`src/rtl/bus_arbiter.sv`:
```
// Two-requester burst arbiter: round-robin on ties, BURST_MAX beats per grant, registered beat output.
// Optional macro BUS_ARB_ADDR_CHECK_EN: beats to address 8'h3F are acked with err and not forwarded.
module bus_arb_lane (
  input  logic       own,
  input  logic       req,
  input  logic [7:0] addr,
  output logic       ack,
  output logic       err
);
  assign ack = own & req;
`ifdef BUS_ARB_ADDR_CHECK_EN
  assign err = ack & (addr == 8'h3F);
`else
  logic unused_addr;
  assign unused_addr = ^addr;
  assign err = 1'b0;
`endif
endmodule

module bus_arbiter #(
  parameter int BURST_MAX = 4
) (
  input  logic        clk,
  input  logic        reset,
  input  logic        req0,
  input  logic [7:0]  addr0,
  input  logic [15:0] data0,
  output logic        ack0,
  output logic        err0,
  input  logic        req1,
  input  logic [7:0]  addr1,
  input  logic [15:0] data1,
  output logic        ack1,
  output logic        err1,
  output logic        valid,
  output logic [7:0]  addr_out,
  output logic [15:0] data_out,
  output logic [1:0]  gnt
);
  localparam int         NREQ = 2;
  localparam logic [3:0] LAST = 4'(BURST_MAX - 1);

  typedef enum logic [1:0] {IDLE, OWN0, OWN1} state_t;

  state_t                      state, state_n, oth;
  logic [3:0]                  cnt, cnt_n;
  logic                        last_owner, cur, fwd;
  logic [NREQ-1:0]             req, own, ack, err;
  logic [NREQ-1:0][7:0]        addr;
  logic [NREQ-1:0][15:0]       data;

  assign req  = {req1, req0};
  assign addr = {addr1, addr0};
  assign data = {data1, data0};
  assign own  = {state == OWN1, state == OWN0};

  for (genvar i = 0; i < NREQ; i++) begin : g_lane
    bus_arb_lane u_lane (
      .own  (own[i]),
      .req  (req[i]),
      .addr (addr[i]),
      .ack  (ack[i]),
      .err  (err[i])
    );
  end

  assign {ack1, ack0} = ack;
  assign {err1, err0} = err;
  // Errored beats are consumed (acked, counted) but never reach the bus.
  assign fwd = |ack & ~|err;

  always_comb begin
    state_n = state;
    cnt_n   = cnt;
    cur     = (state == OWN1);
    oth     = cur ? OWN0 : OWN1;
    case (state)
      IDLE: begin
        // last_owner==1 means requester 0 wins a tie
        if (req[0] && (!req[1] || last_owner)) state_n = OWN0;
        else if (req[1])                       state_n = OWN1;
      end
      OWN0, OWN1: begin
        if (req[cur]) begin
          if (cnt == LAST) begin
            cnt_n = 4'd0;
            if (req[~cur]) state_n = oth;
          end else begin
            cnt_n = cnt + 4'd1;
          end
        end else begin
          state_n = req[~cur] ? oth : IDLE;
        end
      end
      default: state_n = IDLE;
    endcase
    if (state_n != state) cnt_n = 4'd0;
  end

  always_ff @(posedge clk or posedge reset) begin
    if (reset) begin
      state      <= IDLE;
      cnt        <= 4'd0;
      last_owner <= 1'b1;
    end else begin
      state <= state_n;
      cnt   <= cnt_n;
      if (state_n == OWN0)      last_owner <= 1'b0;
      else if (state_n == OWN1) last_owner <= 1'b1;
    end
  end

  always_ff @(posedge clk or posedge reset) begin
    if (reset) begin
      gnt      <= 2'b00;
      valid    <= 1'b0;
      addr_out <= 8'h00;
      data_out <= 16'h0000;
    end else begin
      gnt   <= {state_n == OWN1, state_n == OWN0};
      valid <= fwd;
      if (fwd) begin
        addr_out <= ack[1] ? addr[1] : addr[0];
        data_out <= ack[1] ? data[1] : data[0];
      end
    end
  end
endmodule

```
`config.mk`:
```
export PLATFORM = sky130hd
export DESIGN_NAME = bus_arbiter
export DESIGN_NICKNAME = d
export VERILOG_FILES = /design/src/rtl/bus_arbiter.sv
export SDC_FILE = /design/constraint.sdc
export NUM_CORES = 1
export LEC_CHECK = 0
export CAP_MARGIN = 40
export CORE_MARGIN = 3
export CORE_UTILIZATION = 38
export CTS_CLUSTER_SIZE = 16
export DETAILED_ROUTE_END_ITERATION = 10
export PLACE_DENSITY = 0.77
export SLEW_MARGIN = 20
export SYNTH_ARGS = -nofsm -noshare
export SYNTH_HDL_FRONTEND = slang
export SYNTH_SLANG_ARGS = --single-unit
```
`constraint.sdc`:
```
create_clock -name clk -period 2.3 [get_ports clk]
set_clock_uncertainty 0.1 [all_clocks]
set_input_delay 0.46 -clock clk [delete_from_list [all_inputs] [get_ports clk]]
set_output_delay 0.46 -clock clk [all_outputs]
set_load 0.01 [all_outputs]
```
Word-level counts from Yosys, hierarchy flattened
Index checks and enable logic that the tools add are counted.

Bits in registers: 34. Input bits: 52. Output and inout port bits: 31. Logic and storage cells: 49.

$add $sub $neg: 1. Magnitude comparators: 2. Equal/unequal tests: 6. Muxes and demuxes: 20. Bitwise logic cells: 3. Reduce and logical (&&, ||, !) cells: 10.

Operators by type and width (number): $mux 16 (1); $mux 4 (4); $mux 2 (7); $mux 8 (1); $mux 1 (6); $reduce_bool 2->1 (3); $add 4x1->4 const B (1); $eq 2x1->1 const B (2); $eq 2x2->1 const B (2); $eq 4x2->1 const B (1); $lt 1x2->1 const B (2); $pmux 2 s2 (1); $reduce_or 2->1 (2); $and 1x1->1 (2); $logic_not 2->1 (1); $ne 2x2->1 (1); $reduce_and 2->1 (1); $logic_and 1x1->1 (1); $logic_not 1->1 (1); $logic_or 1x1->1 (1); $not 1->1 (1).

Depth between registers and ports, before layout
Gate-level depths: netlist of the first run.

Depth after elaboration: 11. Depth in mapped cells: 10. Mapped depth without buffers: 10.

By module
A second synthesis of the first run with hierarchy kept.

Cells, all modules: 193. Area total of the unflattened synthesis: 1883.1 sq um.

By module, submodules not included: bus_arbiter (instances 1, cells each 187, area each 1848.0 sq um, sequential area each 852.1 sq um); bus_arb_lane (instances 2, cells each 3, area each 17.5 sq um, sequential area each 0.0 sq um).

Worst setup path after synthesis of the first run
Ideal clock, no wire load.

Path type: register to register. Start: register state[0]. End: register last_owner. Library setup time: 0.075 ns. Arrival: 2.265 ns. Required time: 2.125 ns. Setup slack: -0.140 ns. Stages on the path, launching flop included: 9. Path buffers: 0. Clock period less this slack: 2.440 ns. Cells stage by stage: dfrtp_1 > inv_1 > ha_1 > mux2i_1 > nor2_2 > o311a_4 > or2_1 > ha_1 > mux2i_1.

Cells in the longest elaborated chain, start to end: 9. Elaborated cells on any way between the ends: 20. Those cells by class: eq/ne: 4; mux: 13; reduce/logical: 3.

RTL lines: start: declaration (RTL line 45) `state_t state, state_n, oth;`; start signal: assignment (RTL line 106) `state <= state_n;`; $eq 2x2->1 (RTL line 75, 77); $mux 1 (implied by the code) (2 in a row) (RTL line 87, 92); $mux 2 (RTL line 87) `if (req[~cur]) state_n = oth;`; $mux 2 (RTL line 85) `if (cnt == LAST) begin`; $mux 2 (RTL line 84) `if (req[cur]) begin`; $pmux 2 s2 * (RTL line 77) `case (state)`; $eq 2x1->1 or $eq 2x2->1 (tied branches) (RTL line 108, 109); $mux 1 or $reduce_bool 2->1 (tied branches); end signal: assignment (RTL line 104) `last_owner <= 1'b1;`; end signal: assignment (RTL line 108) `if (state_n == OWN0) last_owner <= 1'b0;`; end signal: assignment (RTL line 109) `else if (state_n == OWN1) last_owner <= 1'b1;`; end: declaration (RTL line 47) `logic last_owner, cur, fwd;`.

Every way passes the cells marked *; elsewhere a longest branch is shown, timed or not. The select of a mux whose other input is x is not followed. A chain may end at the register's enable or synchronous reset.

Worst setup path in the final report of the first run
Start: register cnt[1]. End: register last_owner.

Cells in the longest elaborated chain, start to end: 6. Elaborated cells on any way between the ends: 8. Those cells by class: eq/ne: 3; mux: 4; reduce/logical: 1.

RTL lines: start: declaration (RTL line 46) `logic [3:0] cnt, cnt_n;`; start signal: assignment (RTL line 107) `cnt <= cnt_n;`; $eq 4x2->1 * (RTL line 85); $mux 2 * (RTL line 85); $mux 2 * (RTL line 84); $pmux 2 s2 * (RTL line 77); $eq 2x1->1 or $eq 2x2->1 (tied branches) (RTL line 108, 109); $mux 1 or $reduce_bool 2->1 (tied branches).

Every way passes the cells marked *; elsewhere a longest branch is shown, timed or not.

==> results of run 1 <==
## where the power goes
group          internal, mW  switching [mW]  total (mW)
clock                 0.241           0.218       0.460
combinational          1.20           0.947        2.15
sequential            0.866           0.124       0.990
## cell type report
class | count | share of cell area, %
Sequential cell | 34 | 27.6
Tap cell | 65 | 2.63
Inverter | 8 | 1.50
Clock inverter | 1 | 0.162
Timing Repair Buffer | 106 | 32.3
Multi-Input combinational cell | 130 | 33.0
Clock buffer | 7 | 2.79
## final timing paths
path                                        start                 endpoint  cells past startpoint
setup / recovery               cnt[1]$_DFFE_PP0P_   last_owner$_DFFE_PP1P_                      7
hold reg to reg            last_owner$_DFFE_PP1P_   last_owner$_DFFE_PP1P_                      2
hold / removal             last_owner$_DFFE_PP1P_   last_owner$_DFFE_PP1P_                      2
setup reg to reg               cnt[1]$_DFFE_PP0P_   last_owner$_DFFE_PP1P_                      7
max in group asynchronous                   reset   last_owner$_DFFE_PP1P_                      3
min in group asynchronous                   reset  addr_out[4]$_DFFE_PP0P_                      3
## critical path, delay by kind of cell, from the launching register on
kind / cells / cell delay [ns]
and+or+nand+nor: 2 / 0.65
AOI/OAI and AO/OA: 2 / 0.48
adders and majority gates: 2 / 0.44
DFF: 1 / 0.36
muxes: 1 / 0.16
## synthesized netlist by cell type (2+ instances only)
library cell / n / area [um2]
a21oi_1: 5 / 25.0
buf_2: 2 / 10.0
buf_4: 2 / 15.0
clkbuf_1: 6 / 22.5
dfrtp_1: 33 / 826
ha_1: 8 / 100
inv_1: 6 / 22.5
mux2i_1: 27 / 270
nand2_1: 30 / 113
nand2b_1: 2 / 12.5
nand3_1: 3 / 15.0
nor2_1: 2 / 7.51
nor4_2: 2 / 25.0
o21ai_0: 2 / 10.0
o21ai_1: 25 / 125
or2_1: 2 / 12.5
## through the flow
step                cell area (um2)  power (mW)  worst slack [ns]
floorplan                      1890        2.05           0.00315
global placement               2870        2.94            -0.193
detailed placement             2870        2.98            -0.208
CTS                            2990        3.47            0.0117
global route                   3090        3.85           -0.0570
finish                         3090        3.60            0.0431
## sequential cells by signal, indices dropped and copies added (netlist names)
signal	flops
addr_out	8
cnt	4
data_out	16
last_owner	1
gnt	2
state	2
valid	1
## cell families (layout without fill, tap and decap cells)
| family | count (synthesis) | count (layout) |
|---|---|---|
| and+or+nand+nor | 47 | 47 |
| other | 1 | 2 |
| xor gates and xnor gates | 1 | 1 |
| muxes | 29 | 29 |
| buffers and inverters | 18 | 122 |
| AOI/OAI and AO/OA | 43 | 43 |
| DFF | 34 | 34 |
| adders and majority gates | 8 | 8 |
## per-layer routing
layer	wire length (um)	GRT usage (%)	up-vias
met1	2100	19.9	749
met4	72	5.43	0
li1	-	-	836
met2	2290	29.5	56
met3	295	4.96	9
met5	0	0	-
## what timing repair did
action	in CTS	in global routing
pin swaps	2	4
endpoints found under the setup margin	3	5
gates resized for setup	5	11
setup buffers	3	4
hold buffers	0	0
gates cloned	0	0
==> metrics.md, run 1 <==
| Metric | Value |
|---|---|
| Final WL | `4760 um` |
| Critical path's largest stage delay | `0.40 ns` |
| # rows | `24` |
| Initial core utilization | `41.1%` |
| Cell Area, Synth | `0.00188 mm2` |
| First-pass GRT wire length | `8020 um` |
| Post-Synth Adder-Cell Area | `5.33%` |
| Fraction of synthesized cell area in xor and xnor cells | `0.467%` |
| FILL cells | `367` |
| Max IR drop VDD | `0.700 mV` |
| H-tree level count | `2` |
| Final setup vio count | `0` |
| Syn Inst Count | `181` |
| Pleak | `1.45 nW` |
| Required @ worst endpoint | `2.42 ns` |
| Port bufs | `80` |
| DRC viols | `0` |
| CP Capture Type | `register` |
| Worst Hold Class | `register to register` |
| GRT overflow | `0` |
| Non-Filler Instances | `351` |
| Slew Viols, Final | `0` |
| Clk sink count | `34` |
| Final hold slack | `0.381 ns` |
| Synth cell types | `40` |
| Largest net degree at the start of global routing | `50` |
| Share of cells above drive strength 1 | `a little over a fifth` |
| Vias per cell | `4.70` |
| Hold Vio Cnt, Final | `0` |
| Max-cap violations | `0` |
| Sequential area share after synthesis | `45.4%` |
| Die X-Extent | `76.3 um` |
| EDFF count, synth | `0` |
| Vias | `about 1700` |
| Unrepaired setup endpoints after global routing | `yes` |
| Initial antenna violation count | `0` |
| Mean routed wirelength per cell | `13.5 um` |
| Synth Area in Simple Gates | `13.3%` |
| Clk slew on worst S/H paths | `0.07 ns` |
| Die ar. | `0.00582 mm2` |
| Synthesis-stage register bit count | `34` |
| Ant. Diodes | `0` |
| Final Critical Period | `2.26 ns` |
| Worst-skew pair later-pin latency | `0.29 ns` |
| Reg area | `853 um2` |
| GRT Resource Usage Total | `16.9%` |
| Top-level I/O count | `a little over 80` |
| Worst path arrival time | `2.37 ns` |
| Die Ht | `76.3 um` |
| Placed cells | `around 340` |
| Worst reg2reg setup slack | `0.04 ns` |
| Synth Warn # | `0` |
| Most frequent cells in the layout | `clkdlybuf4s50_1 (77), dfrtp_1 (32), nand2_1 (30), mux2i_1 (26), buf_4 (25)` |
| Critical Path Source Type | `register` |
| Area grow syn2layout | `64.8%` |
| F_max | `between 400 and 500 MHz` |
| Compound-Gate Fraction of Synth Area | `~15%` |
| Run status | `complete, no violations` |
| Initial DRC count | `67` |
| GP Congestion | `around 0.85` |
| Top_reg_cell synth | `dfrtp_1` |
| DPL Wire Length | `~3500 um` |
| PD cells | `approximately 1200 mW/mm2` |
| CTS root buf | `clkbuf_8` |
| Avg Inst Size Synth | `10.4 um2` |
| Vias in the first global route | `1722` |
| CTS max path bufs | `2` |
| Area occupied by multi-input gates | `0.00102 mm2` |
| Final Cycle Share | `between 90% and 100%` |
| Cell Chain, Critical Path | `ha_2 > or3b_4 > a211o_1 > o311a_4 > or2_4 > ha_4 > mux2i_1` |
| Critical path class | `register to register` |
| CTS buffer count | `5` |
| Final nets | `345` |
| Post-synthesis mux area share | `15.7%` |
| Slowest cell on the critical path | `or3b_4` |
| Final ANT Viol Nets | `0` |
| Final core utilization | `67.8%` |
| TritonCTS clock tree | `done` |
| Setup TNS | `0 ns` |
| Most common cell after layout, fill and taps aside | `clkdlybuf4s50_1` |
| Async SR Flop Fraction | `100%` |
| Main combinational cell family by area after synthesis | `multiplexers` |
| Max Fanout on Critical Path | `4` |
| Core outline area | `0.00456 mm2` |
| Pre-antenna DRT Iters | `4` |
No activity file was read; power rests on OpenSTA's default activity.
==> inputs of run 2 (changes only) <==
Settings changed: GPL_TIMING_DRIVEN from default to 0, HOLD_SLACK_MARGIN from default to 0.05, SKIP_CTS_REPAIR_TIMING from default to 1.
==> run 2 against run 1 <==
The run now ends with setup timing left. Critical path depth is 3 higher. Global-route usage shrank 0.067 points. Die area is the same.
==> metrics.md, run 2 (synthesis gave the netlist of run 1 again) <==
| Metric | Value |
|---|---|
| Worst path arrival time | `2.47 ns` |
| Final Critical Period | `2.41 ns` |
| Critical path's largest stage delay | `0.40 ns` |
| Dpl ws | `-0.745 ns` |
| Initial DRC count | `44` |
| Initial antenna violation count | `0` |
| Max IR drop VDD | `0.765 mV` |
| Cell Chain, Critical Path | `clkinv_4 > buf_6 > ha_4 > mux2_4 > o31a_1 > o21ai_4 > a22o_1 > buf_6 > a221oi_4 > a22oi_2` |
| Max Fanout on Critical Path | `6` |
| Die Ht | `roughly 76 um` |
| Slowest cell on the critical path | `dfrtp_2` |
| Ant. Diodes | `0` |
| Die X-Extent | `76.3 um` |
| Vias per cell | `5.01` |
| Met3 Resource Use GR | `5.08%` |
| Final Cycle Share | `105%` |
| Critical path class | `register to register` |
| Post-DP Area | `0.00277 mm2` |
| Die ar. | `0.00582 mm2` |
| Pleak | `1.47 nW` |
| Global routing's busiest layer | `met2` |
| Max-cap violations | `0` |
| Failing checks | `setup timing` |
| Max reg flops | `16` |
| Most flops, register | `data_out` |
| Worst-skew pair later-pin latency | `0.28 ns` |
| GP Congestion | `~0.84` |
| Unrepaired setup endpoints after global routing | `yes` |
| Most frequent cells in the layout | `clkdlybuf4s50_1 (76), dfrtp_1 (31), nand2_1 (28), mux2i_1 (26), o21ai_1 (24)` |
| GR met1 Demand/Resource | `22.3%` |
| Crit path max-delay family | `compound AO/OA/AOI/OAI gates` |
| Hold path cells | `2` |
| Clk sink count | `34` |
| Core outline area | `0.00456 mm2` |
| Clk slew on worst S/H paths | `0.08 ns` |
| Final setup vio count | `5` |
| PD cells | `1220 mW/mm2` |
| CTS buffer count | `5` |
| Slew headroom | `52.6%` |
| CTS root buf | `clkbuf_8` |
| Worst reg2reg setup slack | `-0.11 ns` |
| Worst Hold Class | `register to register` |
| Final nets | `342` |
| Most common cell after layout, fill and taps aside | `clkdlybuf4s50_1` |
| Biggest regs | `data_out: 16 flops, addr_out: 8 flops, cnt: 4 flops` |
| GRT overflow | `0` |
| Mean routed wirelength per cell | `15.7 um` |
| Worst setup margin | `-0.110 ns` |
| Hold Vio Cnt, Final | `0` |
| CP Capture Type | `register` |
| First-pass GRT wire length | `8020 um` |
| Pre-antenna DRT Iters | `4` |
| DPL Wire Length | `3500 um` |
| Critical Path Source Type | `register` |
| Run status | `finished, violations left` |
| Worst reg2reg path depth | `10` |
| CP Buf/Inv Count | `3` |
| Initial core utilization | `41.1%` |
| Most Frequent Cell on Critical Path | `buf_6` |
| Setup crit start | `state[0]$_DFF_PP0_` |
| Design area | `0.00316 mm2` |
| Slew of the pin with the lowest slew margin | `0.710 ns` |
| Required @ worst endpoint | `2.36 ns` |
| FILL cells | `roughly 350` |
| F_max | `415 MHz` |
| Vias in the first global route | `roughly 1600` |
| Top-level I/O count | `83` |
| Slew Viols, Final | `0` |
| Area grow syn2layout | `68.6%` |
| H-tree level count | `2` |
| Hold Path End | `last_owner$_DFFE_PP1P_` |
| Largest net degree at the start of global routing | `35` |
| R2R Path End | `cnt[2]$_DFFE_PP0P_` |
| RR Startpoint | `state[0]$_DFF_PP0_` |
| CTS max path bufs | `2` |
| # rows | `24` |
| Port bufs | `80` |
| TritonCTS clock tree | `done` |
| Final ANT Viol Nets | `0` |
| GR Util met2 | `26.7%` |
| Hold Crit Start | `last_owner$_DFFE_PP1P_` |
| Vias | `1742` |
| Share of cells above drive strength 1 | `21.6%` |
| DRC viols | `0` |
| Final WL | `5460 um` |
| GRT Resource Usage Total | `between 10% and 20%` |
[run 2: changes by cell type in the layout (fill, tap and decap cells not counted), moves of 2 or more]
cell / previous run / this run
nor4_4: 0 / 2
clkbuf_1: 1 / 4
buf_4: 25 / 14
nand2_1: 30 / 28
inv_1: 5 / 3
dlymetal6s2s_1: 1 / 4
nor4_2: 2 / 0
buf_12: 0 / 2
dlygate4sd2_1: 2 / 0
inv_2: 1 / 3
[run 2: worst max path at each step]
stage	cells after the start	to	slack, ns
floorplan	8	last_owner$_DFFE_PP1P_	0.003
global route	10	cnt[2]$_DFFE_PP0P_	-0.18
global placement	5	ack1	-0.73
detailed placement	5	ack1	-0.75
CTS	5	ack1	-0.76
finish	10	cnt[2]$_DFFE_PP0P_	-0.11
[run 2: worst register-to-register path: cells and delay by family, from the launching register on]
| kind | cells | cell delay [ns] |
|---|---|---|
| AOI/OAI and AO/OA | 5 | 1.02 |
| DFF | 1 | 0.40 |
| adders and majority gates | 1 | 0.17 |
| buffers and inverters | 3 | 0.38 |
| muxes | 1 | 0.22 |
[run 2: where the power goes]
group	switching (mW)	internal (mW)
logic	1.08	1.28
registers	0.141	0.868
clock network	0.236	0.241
[run 2: routing by layer]
metal,vias up,wire length [um]
met2,77,2710
met3,8,356
li1,830,-
met4,0,66
met5,-,0
met1,827,2330
[run 2: area by class of cell]
class | instances | area [um2] | share of cell area (%)
Buffer | 9 | 62.6 | 1.98
Clock buffer | 6 | 82.6 | 2.61
Clock inverter | 2 | 12.5 | 0.395
Inverter | 8 | 48.8 | 1.54
Multi-Input combinational cell | 130 | 1090 | 34.3
Sequential cell | 34 | 855 | 27.0
Tap cell | 65 | 81.3 | 2.57
Timing Repair Buffer | 94 | 936 | 29.6
[run 2: stage by stage]
step | cells | hold slack, ns | setup TNS, ns | total power, mW | utilization (%)
after CTS | 335 | 0.387 | -2.16 | 3.31 | 62.8
final | 348 | 0.385 | -0.414 | 3.85 | 69.3
after floorplan | 182 | 0.348 | 0 | 2.05 | -
after global placement | 327 | 0.366 | -3.36 | 2.79 | 60.7
after global routing | 348 | 0.428 | -0.782 | 4.08 | 69.3
after detailed placement | 327 | 0.375 | -3.62 | 2.83 | 60.7
==> inputs of run 3 (changes only) <==
Settings changed: CORE_UTILIZATION 38 to 40, RECOVER_POWER from default to 25.
Clock period 2.3 ns to 2.4 ns, I/O delays scaled along.
==> run 3 against run 2 <==
The run now ends clean. Sequential power shrank 4%. Via count shrank 5.5%. Setup slack gained 0.15 ns. Sequential cell count is the same. Power shrank 13%. Global-route usage shrank 0.28 points. Sequential share of layout area grew 1.4 points. Critical path depth shrank 3. Clock-buffer cell count grew 1. Final cell count shrank 5.5%. Clock power shrank 8.8%. Critical path type is now register to output port.
==> metrics.md, run 3 (synthesis gave the netlist of run 1 again) <==
| Metric | Value |
|---|---|
| Hold Vio Cnt, Final | `0` |
| Most Frequent Cell on Critical Path | `buf_4` |
| Clock Power Share | `between 10% and 20%` |
| Worst reg2reg setup slack | `about 0.060 ns` |
| Worst path arrival time | `1.78 ns` |
| DPL Wire Length | `3450 um` |
| Int Pwr | `2.14 mW` |
| Vias | `1647` |
| Final nets | `336` |
| Most common cell after layout, fill and taps aside | `clkdlybuf4s50_1` |
| Critical path class | `register to output port` |
| Setup crit start | `state[0]$_DFF_PP0_` |
| PD cells | `about 1100 mW/mm2` |
| Psw | `1.22 mW` |
| Comb pwr share | `58.2%` |
| Slew headroom | `12.3%` |
| Pleak | `1.45 nW` |
| GRT Resource Usage Total | `16.6%` |
| Max-cap violations | `0` |
| Pre-antenna DRT Iters | `4` |
| Ant. Diodes | `0` |
| CTS max path bufs | `2` |
| First-pass GRT wire length | `7110 um` |
| Die ar. | `0.00555 mm2` |
| Crit path max-delay family | `buffers and inverters` |
| Port bufs | `80` |
| Slowest cell on the critical path | `dfrtp_2` |
| Biggest regs | `data_out: 16 flops, addr_out: 8 flops, cnt: 4 flops` |
| Largest net degree at the start of global routing | `35` |
| Slew Viols, Final | `0` |
| Initial DRC count | `slightly below 80` |
| H-tree level count | `2` |
| Most flops, register | `data_out` |
| Final Cycle Share | `98.3%` |
| Core outline area | `0.00444 mm2` |
| CTS root buf | `clkbuf_8` |
| Max Fanout on Critical Path | `10` |
| Share of cells above drive strength 1 | `17.0%` |
| Most frequent cells in the layout | `clkdlybuf4s50_1 (75), dfrtp_1 (31), nand2_1 (28), mux2i_1 (26), o21ai_1 (24)` |
| Instance count on the critical path | `7` |
| GRT overflow | `0` |
| RR Startpoint | `state[0]$_DFF_PP0_` |
| Run status | `complete, no violations` |
| Die X-Extent | `74.5 um` |
| Critical Path Source Type | `register` |
| Sw frac | `36.4%` |
| Worst Hold Class | `register to register` |
| Die Ht | `74.5 um` |
| Worst-skew pair later-pin latency | `0.28 ns` |
| Required @ worst endpoint | `1.82 ns` |
| Sequential Power Share | `28.8%` |
| Final setup vio count | `0` |
| Critical path's largest stage delay | `0.46 ns` |
| TritonCTS clock tree | `done` |
| Design area | `0.00301 mm2` |
| CP Buf/Inv Count | `5` |
| CTS buffer count | `5` |
| GP Congestion | `0.868` |
| CP Capture Type | `output port` |
| Final Critical Period | `2.36 ns` |
| Clk sink count | `34` |
| Power Total | `3.36 mW` |
| DRC viols | `0` |
| # rows | `24` |
| Final WL | `4980 um` |
| Top-level I/O count | `83` |
| Slew of the pin with the lowest slew margin | `1.31 ns` |
| Cell Chain, Critical Path | `buf_4 > buf_4 > ha_1 > nand2_4 > buf_12 > inv_2 > dlymetal6s2s_1` |
| Clk slew on worst S/H paths | `0.07 ns` |
| Worst reg2reg path depth | `8` |
| Initial antenna violation count | `0` |
| Final ANT Viol Nets | `0` |
| Post-DP Area | `0.00275 mm2` |
| Initial core utilization | `42.2%` |
| F_max | `424 MHz` |
| Vias in the first global route | `1481` |
| Mean routed wirelength per cell | `about 15 um` |
| R2R Path End | `last_owner$_DFFE_PP1P_` |
| Max reg flops | `16` |
| Crit path to | `ack0` |
| Max IR drop VDD | `0.579 mV` |
| Area grow syn2layout | `60.4%` |
| Vias per cell | `approximately 5` |
-- run 3: layout make-up --
class                           count  area [um2]
Fill cell                         355        1430
Multi-Input combinational cell    130        1010
Timing Repair Buffer               88         875
Sequential cell                    34         855
Clock buffer                        7        86.3
Tap cell                           52        65.1
Buffer                              9        62.6
Inverter                            8        48.8
Clock inverter                      1        5.00
-- run 3: how the worst min path moves through the flow --
stage / cells past startpoint / start / slack, ns / to
floorplan: 2 / last_owner$_DFFE_PP1P_ / 0.35 / last_owner$_DFFE_PP1P_
global placement: 2 / last_owner$_DFFE_PP1P_ / 0.36 / last_owner$_DFFE_PP1P_
detailed placement: 2 / last_owner$_DFFE_PP1P_ / 0.36 / last_owner$_DFFE_PP1P_
CTS: 2 / last_owner$_DFFE_PP1P_ / 0.38 / last_owner$_DFFE_PP1P_
global route: 2 / last_owner$_DFFE_PP1P_ / 0.41 / last_owner$_DFFE_PP1P_
finish: 2 / last_owner$_DFFE_PP1P_ / 0.38 / last_owner$_DFFE_PP1P_
-- run 3: power by group through the flow --
| stage | Sequential, mW | Combinational, mW | Clock [mW] |
|---|---|---|---|
| floorplan | 1.08 | 0.876 | 0 |
| global placement | 0.978 | 1.67 | 0 |
| detailed placement | 0.988 | 1.71 | 0 |
| CTS | 0.983 | 1.72 | 0.447 |
| global route | 1.01 | 2.11 | 0.468 |
| finish | 0.969 | 1.96 | 0.435 |
-- run 3: stage by stage --
step	cells	utilization (%)	setup slack (ns)	hold slack, ns	TNS (ns)
CTS	322	63.9	-0.764	0.380	-2.31
finish	329	67.7	0.0416	0.376	0
floorplan	182	-	0.0244	0.348	0
global route	329	67.7	-0.0363	0.408	-0.0772
detailed placement	314	61.8	-0.670	0.363	-2.62
global placement	314	61.8	-0.660	0.363	-2.49
-- run 3: metal layers --
layer  global-route usage [%]  vias to the layer above  wire length, um
met2                     27.2                       55             2520
met5                        0                        -                0
met1                     21.3                      767             2090
met4                     5.34                        0               61
li1                         -                      818                -
met3                     4.32                        7              313
-- run 3: worst min-delay path, cell delays in order, from the launching register on --
cell and delay, ns:
dfstp_2 0.37, inv_1 0.04, mux2i_1 0.06
